--- config.mk ---
export PLATFORM = sky130hd
export DESIGN_NAME = load_unit_flat
export DESIGN_NICKNAME = d
export VERILOG_FILES = /design/src/rtl/load_unit_if.sv /design/src/rtl/load_unit.sv /design/src/flat_wrapper.sv
export SDC_FILE = /design/constraint.sdc
export NUM_CORES = 1
export LEC_CHECK = 0
export CORE_ASPECT_RATIO = 0.6
export CORE_MARGIN = 1.5
export CORE_UTILIZATION = 35
export DETAILED_ROUTE_END_ITERATION = 8
export PLACE_DENSITY = 0.62
export SLEW_MARGIN = 25
export SYNTH_ARGS = -nofsm -noshare
export SYNTH_HDL_FRONTEND = slang
export SYNTH_SLANG_ARGS = --single-unit
--- constraint.sdc ---
create_clock -name clk -period 5.5 [get_ports clk]
set_input_delay 1.1 -clock clk [delete_from_list [all_inputs] [get_ports clk]]
set_output_delay 1.1 -clock clk [all_outputs]
set_load 0.05 [all_outputs]
--- src/rtl/load_unit_if.sv ---
`default_nettype none
// ============================================================================
//  Module   : load_unit_if
//  Purpose  : Issue, data-memory and writeback signals of the load unit.
//             'master' is the load unit side; it drives the memory request
//             and the writeback. 'slave' is the surrounding pipeline and
//             memory side.
//  Revision : 1.0  initial release
// ============================================================================
interface load_unit_if #(
    parameter int XLEN = 32
);
    // Issue from decode/execute
    logic            start;
    logic [6:0]      op_code;
    logic [2:0]      funct3;
    logic [XLEN-1:0] base_addr;
    logic [11:0]     offset;
    logic [4:0]      rd_addr;
    logic            busy;

    // Data memory port
    logic            mem_req;
    logic [XLEN-1:0] mem_addr;
    logic            mem_gnt;
    logic            mem_rvalid;
    logic [XLEN-1:0] mem_rdata;

    // Register writeback and error reporting
    logic            wb_valid;
    logic [4:0]      wb_rd;
    logic [XLEN-1:0] wb_data;
    logic            load_err;

    modport master (
        input  start, op_code, funct3, base_addr, offset, rd_addr,
        output busy,
        output mem_req, mem_addr,
        input  mem_gnt, mem_rvalid, mem_rdata,
        output wb_valid, wb_rd, wb_data, load_err
    );

    modport slave (
        output start, op_code, funct3, base_addr, offset, rd_addr,
        input  busy,
        input  mem_req, mem_addr,
        output mem_gnt, mem_rvalid, mem_rdata,
        input  wb_valid, wb_rd, wb_data, load_err
    );
endinterface
`default_nettype wire

--- src/rtl/load_unit.sv ---
`default_nettype none
// ============================================================================
//  Module   : load_unit
//  Purpose  : Executes LB/LH/LW/LBU/LHU (plus LD/LWU when XLEN=64) against a
//             word-wide data memory with a req/gnt + rvalid handshake.
//             Forms the effective address, checks alignment, extracts and
//             sign/zero-extends the addressed lane and issues a one-cycle
//             register writeback. Misaligned or illegal loads pulse load_err.
//  Revision : 1.0  initial release
// ============================================================================
module load_unit #(
    parameter int         XLEN    = 32,
    parameter logic [6:0] LOAD_OP = 7'b0000011
) (
    input wire          clk,
    input wire          rst,
    load_unit_if.master bus
);

    // Byte-offset width inside one memory word and the mask clearing it
    localparam int              c_off_w     = $clog2(XLEN / 8);
    localparam logic [XLEN-1:0] c_lane_mask = XLEN'(XLEN / 8 - 1);

    typedef enum logic [2:0] {
        S_IDLE = 3'd0,
        S_REQ  = 3'd1,
        S_WAIT = 3'd2,
        S_DONE = 3'd3,
        S_ERR  = 3'd4
    } state_t;

    state_t               state_q,    state_d;
    logic [c_off_w-1:0]   lane_q,     lane_d;
    logic [2:0]           funct3_q,   funct3_d;
    logic [4:0]           rd_q,       rd_d;
    logic                 busy_q,     busy_d;
    logic                 mem_req_q,  mem_req_d;
    logic [XLEN-1:0]      mem_addr_q, mem_addr_d;
    logic                 wb_valid_q, wb_valid_d;
    logic [4:0]           wb_rd_q,    wb_rd_d;
    logic [XLEN-1:0]      wb_data_q,  wb_data_d;
    logic                 load_err_q, load_err_d;

    logic [XLEN-1:0]      w_ea;
    logic                 w_accept;
    logic                 w_legal;
    logic                 w_misaligned;
    logic [XLEN-1:0]      w_shifted;
    logic [XLEN-1:0]      w_load;

    // Effective address wraps modulo 2^XLEN; a load is taken only from IDLE
    assign w_ea     = bus.base_addr + XLEN'($signed(bus.offset));
    assign w_accept = bus.start && (state_q == S_IDLE) && (bus.op_code == LOAD_OP);

    // Decode funct3 into legality and natural-alignment violation
    always_comb begin
        w_legal      = 1'b0;
        w_misaligned = 1'b0;
        case (bus.funct3)
            3'b000, 3'b100: begin
                w_legal = 1'b1;
            end
            3'b001, 3'b101: begin
                w_legal      = 1'b1;
                w_misaligned = w_ea[0];
            end
            3'b010: begin
                w_legal      = 1'b1;
                w_misaligned = |w_ea[1:0];
            end
            3'b011: begin
                w_legal      = (XLEN == 64);
                w_misaligned = |w_ea[2:0];
            end
            3'b110: begin
                w_legal      = (XLEN == 64);
                w_misaligned = |w_ea[1:0];
            end
            default: begin
                w_legal = 1'b0;
            end
        endcase
    end

    // Bring the addressed lane down to bit 0 and extend it; alignment was
    // already enforced, so the lane never straddles the word boundary
    assign w_shifted = bus.mem_rdata >> {lane_q, 3'b000};

    always_comb begin
        case (funct3_q)
            3'b000:  w_load = XLEN'($signed(w_shifted[7:0]));
            3'b001:  w_load = XLEN'($signed(w_shifted[15:0]));
            3'b010:  w_load = XLEN'($signed(w_shifted[31:0]));
            3'b100:  w_load = XLEN'(w_shifted[7:0]);
            3'b101:  w_load = XLEN'(w_shifted[15:0]);
            3'b110:  w_load = XLEN'(w_shifted[31:0]);
            default: w_load = w_shifted;
        endcase
    end

    // Next-state and next-output logic; every output is a flop driven from
    // the state being entered so it lines up with that state's cycle
    always_comb begin
        state_d    = state_q;
        lane_d     = lane_q;
        funct3_d   = funct3_q;
        rd_d       = rd_q;
        mem_addr_d = mem_addr_q;
        wb_rd_d    = wb_rd_q;
        wb_data_d  = wb_data_q;

        case (state_q)
            S_IDLE: begin
                if (w_accept) begin
                    lane_d   = w_ea[c_off_w-1:0];
                    funct3_d = bus.funct3;
                    rd_d     = bus.rd_addr;
                    if (w_legal && !w_misaligned) begin
                        state_d    = S_REQ;
                        mem_addr_d = w_ea & ~c_lane_mask;
                    end else begin
                        state_d = S_ERR;
                    end
                end
            end
            S_REQ: begin
                if (bus.mem_gnt) begin
                    state_d = S_WAIT;
                end
            end
            S_WAIT: begin
                if (bus.mem_rvalid) begin
                    state_d   = S_DONE;
                    wb_rd_d   = rd_q;
                    wb_data_d = w_load;
                end
            end
            S_DONE:  state_d = S_IDLE;
            S_ERR:   state_d = S_IDLE;
            default: state_d = S_IDLE;
        endcase

        busy_d     = (state_d != S_IDLE);
        mem_req_d  = (state_d == S_REQ);
        wb_valid_d = (state_d == S_DONE);
        load_err_d = (state_d == S_ERR);
    end

    // State and output registers; reset abandons any access in flight
    always_ff @(posedge clk or posedge rst) begin
        if (rst) begin
            state_q    <= S_IDLE;
            lane_q     <= '0;
            funct3_q   <= '0;
            rd_q       <= '0;
            busy_q     <= 1'b0;
            mem_req_q  <= 1'b0;
            mem_addr_q <= '0;
            wb_valid_q <= 1'b0;
            wb_rd_q    <= '0;
            wb_data_q  <= '0;
            load_err_q <= 1'b0;
        end else begin
            state_q    <= state_d;
            lane_q     <= lane_d;
            funct3_q   <= funct3_d;
            rd_q       <= rd_d;
            busy_q     <= busy_d;
            mem_req_q  <= mem_req_d;
            mem_addr_q <= mem_addr_d;
            wb_valid_q <= wb_valid_d;
            wb_rd_q    <= wb_rd_d;
            wb_data_q  <= wb_data_d;
            load_err_q <= load_err_d;
        end
    end

    assign bus.busy     = busy_q;
    assign bus.mem_req  = mem_req_q;
    assign bus.mem_addr = mem_addr_q;
    assign bus.wb_valid = wb_valid_q;
    assign bus.wb_rd    = wb_rd_q;
    assign bus.wb_data  = wb_data_q;
    assign bus.load_err = load_err_q;

endmodule
`default_nettype wire

--- src/flat_wrapper.sv ---
// flat-port wrapper written by rule: the top's interface ports become plain ports
module load_unit_flat 
#(
    parameter int         XLEN    = 32,
    parameter logic [6:0] LOAD_OP = 7'b0000011
)
  (clk, rst, bus_start, bus_op_code, bus_funct3, bus_base_addr, bus_offset, bus_rd_addr, bus_busy, bus_mem_req, bus_mem_addr, bus_mem_gnt, bus_mem_rvalid, bus_mem_rdata, bus_wb_valid, bus_wb_rd, bus_wb_data, bus_load_err);
  load_unit_if #(.XLEN(XLEN)) bus_i ();
  input wire clk;
  input wire rst;
  input wire logic [$bits(bus_i.start)-1:0] bus_start;
  input wire logic [$bits(bus_i.op_code)-1:0] bus_op_code;
  input wire logic [$bits(bus_i.funct3)-1:0] bus_funct3;
  input wire logic [$bits(bus_i.base_addr)-1:0] bus_base_addr;
  input wire logic [$bits(bus_i.offset)-1:0] bus_offset;
  input wire logic [$bits(bus_i.rd_addr)-1:0] bus_rd_addr;
  output wire logic [$bits(bus_i.busy)-1:0] bus_busy;
  output wire logic [$bits(bus_i.mem_req)-1:0] bus_mem_req;
  output wire logic [$bits(bus_i.mem_addr)-1:0] bus_mem_addr;
  input wire logic [$bits(bus_i.mem_gnt)-1:0] bus_mem_gnt;
  input wire logic [$bits(bus_i.mem_rvalid)-1:0] bus_mem_rvalid;
  input wire logic [$bits(bus_i.mem_rdata)-1:0] bus_mem_rdata;
  output wire logic [$bits(bus_i.wb_valid)-1:0] bus_wb_valid;
  output wire logic [$bits(bus_i.wb_rd)-1:0] bus_wb_rd;
  output wire logic [$bits(bus_i.wb_data)-1:0] bus_wb_data;
  output wire logic [$bits(bus_i.load_err)-1:0] bus_load_err;
  assign bus_i.start = bus_start;
  assign bus_i.op_code = bus_op_code;
  assign bus_i.funct3 = bus_funct3;
  assign bus_i.base_addr = bus_base_addr;
  assign bus_i.offset = bus_offset;
  assign bus_i.rd_addr = bus_rd_addr;
  assign bus_busy = bus_i.busy;
  assign bus_mem_req = bus_i.mem_req;
  assign bus_mem_addr = bus_i.mem_addr;
  assign bus_i.mem_gnt = bus_mem_gnt;
  assign bus_i.mem_rvalid = bus_mem_rvalid;
  assign bus_i.mem_rdata = bus_mem_rdata;
  assign bus_wb_valid = bus_i.wb_valid;
  assign bus_wb_rd = bus_i.wb_rd;
  assign bus_wb_data = bus_i.wb_data;
  assign bus_load_err = bus_i.load_err;
  load_unit #(.XLEN(XLEN), .LOAD_OP(LOAD_OP)) u_core (.clk(clk), .rst(rst), .bus(bus_i));
endmodule
; ---- Yosys cells after proc, flatten, opt, wreduce, memory -nomap -nowiden
; Cells that the tools add are included.
[classes]
n_addsub = 1
eq_ne = 15
n_shift = 1
mux = 8
n_reduce_logical = 16
[op_table]
columns = op, n
row1 = case mux 32 bit (4 select lines), 1
row2 = adder 32 bit, 1
row3 = >> shifter 32 x 5 -> 32 bit, 1
row4 = "equality test 3 bit, second input constant", 6
row5 = "equality test 3 x 1 -> 1 bit, second input constant", 4
row6 = "equality test 3 x 2 -> 1 bit, second input constant", 4
row7 = two-way mux 3 bit, 4
row8 = zero test 3 bit, 3
row9 = case mux 3 bit (3 select lines), 1
row10 = "equality test 7 x 2 -> 1 bit, second input constant", 1
row11 = OR reduction 2 bit, 3
row12 = OR reduction 5 bit, 1
row13 = AND reduction 2 bit, 2
row14 = logical AND 1 bit, 3
row15 = case mux 1 bit (3 select lines), 1
row16 = AND reduction 3 bit, 1
row17 = nonzero test 3 bit, 1
row18 = OR reduction 3 bit, 1
row19 = zero test 1 bit, 1
row20 = two-way mux 1 bit, 1
[word_totals]
reg_bits = 84
inputBits = 96
out_inout_bits = 73
wordCells = 52

; ---- Logic depth before layout (Yosys ltp)
[logic_depth]
ltp_word = 9
depth_mapped = 11
depth_no_buf = 11

; ---- Worst setup path after synthesis
; No wires, ideal clock.
[synth_path]
path_kind = input to register
from = input port bus_offset[0]
to = register u_core.mem_addr_q[26], in the netlist u_core.bus.mem_addr[26]
setup_ps = 70
arrival_ps = 3233
setup_slack_ps = 2197
stages = 8
n_path_buf = 0
path_cell_list = ha_1 inv_1 fa_1 or3b_2 a21oi_1 o21bai_4 or4_1 nand3b_1
[synth_between]
elab_chain_len = 6
[synth_rtl]
columns = element, line_no
row1 = start: declaration, flat_wrapper.sv:15  ; input wire logic [$bits(bus_i.offset)-1:0] bus_offset;
row2 = adder 32 bit (*), load_unit.sv:52  ; assign w_ea = bus.base_addr + XLEN'($signed(bus.offset));
row3 = OR reduction 3 bit or OR reduction 2 bit (tied branches), "load_unit.sv:73, load_unit.sv:69, load_unit.sv:77"
row4 = case mux 1 bit (3 select lines), load_unit.sv:59  ; case (bus.funct3)
row5 = zero test 1 bit, load_unit.sv:118  ; if (w_legal && !w_misaligned) begin
row6 = logical AND 1 bit, load_unit.sv:118
row7 = AND reduction 3 bit (no source line), -
row8 = end signal: assignment, load_unit.sv:170  ; mem_addr_q <= mem_addr_d;
row9 = end: declaration, load_unit.sv:38  ; logic [XLEN-1:0] mem_addr_q, mem_addr_d;
; Mark *: on every way between the ends. The rest lies on a longest branch, timed or not.
; A chain may end at the register's enable or synchronous reset.

; ---- Worst setup path in the final report
[layout_path]
from = input port bus_offset[11]
to = register u_core.mem_addr_q[29], in the netlist u_core.bus.mem_addr[29]
[layout_between]
elab_chain_len = 1
[layout_rtl]
columns = element, line_no
row1 = adder 32 bit, load_unit.sv:52
; Every way passes these cells.

==> impl_results.md <==
- Switching share of power: 43.3%
- Comb power frac: 49.3%
- Clk network pwr share: 21.0%
- Pwr/cell area: 397 mW/mm2
- Starting density of the core: 36.0%
- CP max stage delay: 0.91 ns
- Total CTS buffers: 9
- Critical path buffers and inverters: 1
- CTS clk-pin slew, worst paths: 0.06 ns
- Power, Total: 2.94 mW
- Min-delay worst type: reg2reg
- Synth Register Bits: 84
- First-pass GRT wire length: 26.0 mm
- Unique cell type count in the Yosys netlist: 54
- Final setup viols: 0
- DR vias/cell: 5.21
- Leak: 3.17 nW
- Avg WL per Cell: 16.8 um
- Placeable core area: 0.0146 mm2
- Root Buffer: clkbuf_16
- Nets: 888
- Maximum vdd drop: 0.255 mV
- Initial antenna violation count: 0
- WP data required: 5.75 ns
- Drt pass-1 iters: 6
- DRT iter0 DRCs: 323
- All-Layer GR Usage: 20.7%
- IO Count: 169
- Tcrit/Tclk final: 75.4%
- Async SR Flop Fraction: 100%
- Worst-path maximum fanout: 21
- Post-route setup TNS: 0 ns
- Grt total ovfl: 0
- Final min period: 4.15 ns
- Post-CTS Setup Inserts: 0
- Mapped Cells: 607
- Max Transition Viols Final: 0
- Crit path DAT: 4.40 ns
- Ys flop type: dfrtp_1
- Cts repair resizes: 0
- Critical path, cell by cell: clkdlybuf4s50_1 -> ha_1 -> nand4_1 -> o311a_1 -> nor4b_1 -> o32ai_1 -> xor2_1 -> o21ai_0
- Area growth syn-to-layout: 40.9%
- Setup CP Type: in2reg
- CP Capture Type: register
- H-Tree Depth: 3
- CP startpoint kind: input pin
- Ys Warns: 0
- Clk buf depth: 2
- Mapped Area: 0.00526 mm2
- Status: completed
- Number of routed nets with antenna violations: 0
- Fmax: 241 MHz
- Post-route cell area: 0.00741 mm2
- Die Wd: 161 um
- Vias after detailed routing: 5019
- Max-cap viol count: 0
- Worst-Margin Slew: 0.942 ns
- Setup ws final: 1.35 ns
- Pre-CTS setup slack: 1.07 ns
- Placed standard-cell area: 0.00710 mm2
- Post-DP HPWL: 12.7 mm
- Fin. Hold Viols: 0
- Pin count of the biggest net entering global routing: 58
- DIE AREA: 0.0158 mm2
- Standard-cell rows: 34
- CTS tree: done
- Slowest cell on the critical path: clkdlybuf4s50_1
- Flop pwr share: 29.7%
- GPL Wtd Cong: 0.943
- Sink Count: 84
- Die H: 97.9 um
- Drt drc: 0
- Post-synthesis sequential area ratio: 40.0%
- Worst clock skew: 0.00830 ns
- RSZ-0062 raised after global routing: no
- Clk_lat worst skew: 0.33 ns
- Net Sw Power: 1.27 mW
- Synth Area per Inst: 8.66 um2
- Fraction of layout cells with a size suffix above 1: 5.23%
- Port Buffers: 166
- DRT Wirelength: 16.2 mm
- Int Pwr: 1.67 mW
- Antenna fix cells: 0
- Headroom to the max-slew limit: 37.0%
- CP top delay family: buffers and inverters
- Post-synth EDFFs: 0
- Vias in the first global route: 4956
- CTS Hold Bufs: 0
## tightest hold or removal path: stages (launching register included)
cell and delay [ns]:
dfrtp_1 0.34, nand2_1 0.05, nand2_1 0.04
## layout make-up
cell class / count / area (um2)
clock inverters: 4 / 47.5
flip-flops and latches: 84 / 2100
repair buffers: 171 / 1720
well taps: 198 / 248
inverters: 11 / 43.8
fillers: 1339 / 7190
multi-input cells: 483 / 2990
clock buffers: 12 / 256
## state kept, by name, indices dropped and copies added (netlist names)
register / cells
u_core.rd_q: 5
u_core.bus.mem_req: 1
u_core.bus.busy: 1
u_core.funct3_q: 3
u_core.bus.wb_data: 32
u_core.lane_q: 2
u_core.bus.mem_addr: 30
u_core.bus.wb_rd: 5
u_core.bus.wb_valid: 1
u_core.state_q: 3
u_core.bus.load_err: 1
## metrics by stage
stage | std cells | utilization (%) | hold WS [ns]
4_1_cts | 963 | 50.7 | 0.473
3_5_place_dp | 947 | 48.7 | 0.454
2_1_floorplan | 608 | - | 0.433
3_3_place_gp | 946 | 48.5 | 0.439
5_1_grt | 963 | 50.8 | 0.494
6_report | 963 | 50.8 | 0.468
## power groups by stage
stage | Combinational, mW | Clock, mW | Sequential (mW)
global route | 1.54 | 0.655 | 0.891
CTS | 1.45 | 0.638 | 0.874
global placement | 1.43 | 0 | 0.874
floorplan | 0.428 | 0 | 1.39
finish | 1.45 | 0.618 | 0.872
detailed placement | 1.45 | 0 | 0.885
## path summary, 6_finish.rpt
path | from | endpoint | slack [ns] | cells after the start
max in group asynchronous | rst | u_core.bus.wb_data[18] | 3.39 | 3
max reg2reg | u_core.state_q[0] | u_core.bus.mem_addr[26] | 2.66 | 8
min | u_core.rd_q[3] | u_core.bus.wb_rd[3] | 0.47 | 2
min in group asynchronous | rst | u_core.bus.mem_addr[20] | 1.25 | 2
min reg2reg | u_core.rd_q[3] | u_core.bus.wb_rd[3] | 0.47 | 2
max | bus_offset[11] | u_core.bus.mem_addr[29] | 1.35 | 8
## cells by family (layout without fill, tap and decap cells)
family / count (synthesis) / in the layout / synth area share (%)
muxes: 27 / 27 / 5.40
buffers and inverters: 41 / 198 / 3.21
other: 1 / 2 / 0.0713
AOI/OAI and AO/OA: 176 / 176 / 20.7
and+or+nand+nor: 218 / 218 / 18.2
DFF: 84 / 84 / 40.0
adders and majority gates: 32 / 32 / 7.76
xor gates and xnor gates: 28 / 28 / 4.67
## layer usage
metal	global-route usage, %	part of all wire (%)	up-vias
met5	0	0	-
met4	4.84	1.2	0
met3	5.14	8.2	19
met2	30.1	41	211
met1	30.8	50	2338
li1	-	-	2451
## cells in the final DEF, fill, tap and decap left out, drive strengths merged, types with 12 or more instances in the layout
| cell | count |
|---|---|
| clkbuf | 12 |
| nor2 | 58 |
| dfrtp | 84 |
| ha | 31 |
| xor2 | 17 |
| a21oi | 51 |
| o21ai | 55 |
| nand2 | 105 |
| a21o | 15 |
| a211oi | 15 |
| mux2i | 16 |
| clkdlybuf4s50 | 166 |
## Yosys cell counts (3+ instances only)
cell type	n	area share [%]
nand3_1	6	0.57
ha_1	31	7.4
or3_1	3	0.36
o22a_1	7	1.2
dfrtp_1	84	40
nand2_1	105	7.5
o21ai_1	3	0.29
nor2b_1	10	1.2
xor2_1	17	2.8
xnor2_1	11	1.8
mux2i_1	16	3.0
buf_2	6	0.57
nor2_1	57	4.1
clkbuf_1	16	1.1
o21a_1	6	0.86
a21o_1	15	2.1
o21ai_0	52	5.0
o211ai_1	4	0.57
nor3_1	9	0.86
nand2b_1	7	0.83
a21oi_1	51	4.9
a31oi_1	4	0.48
buf_1	6	0.43
a211oi_1	15	2.1
o21bai_1	4	0.57
inv_1	10	0.71
mux2_2	11	2.4
nand4_1	7	0.83
Note: power is estimated with default switching activity, not from simulation.
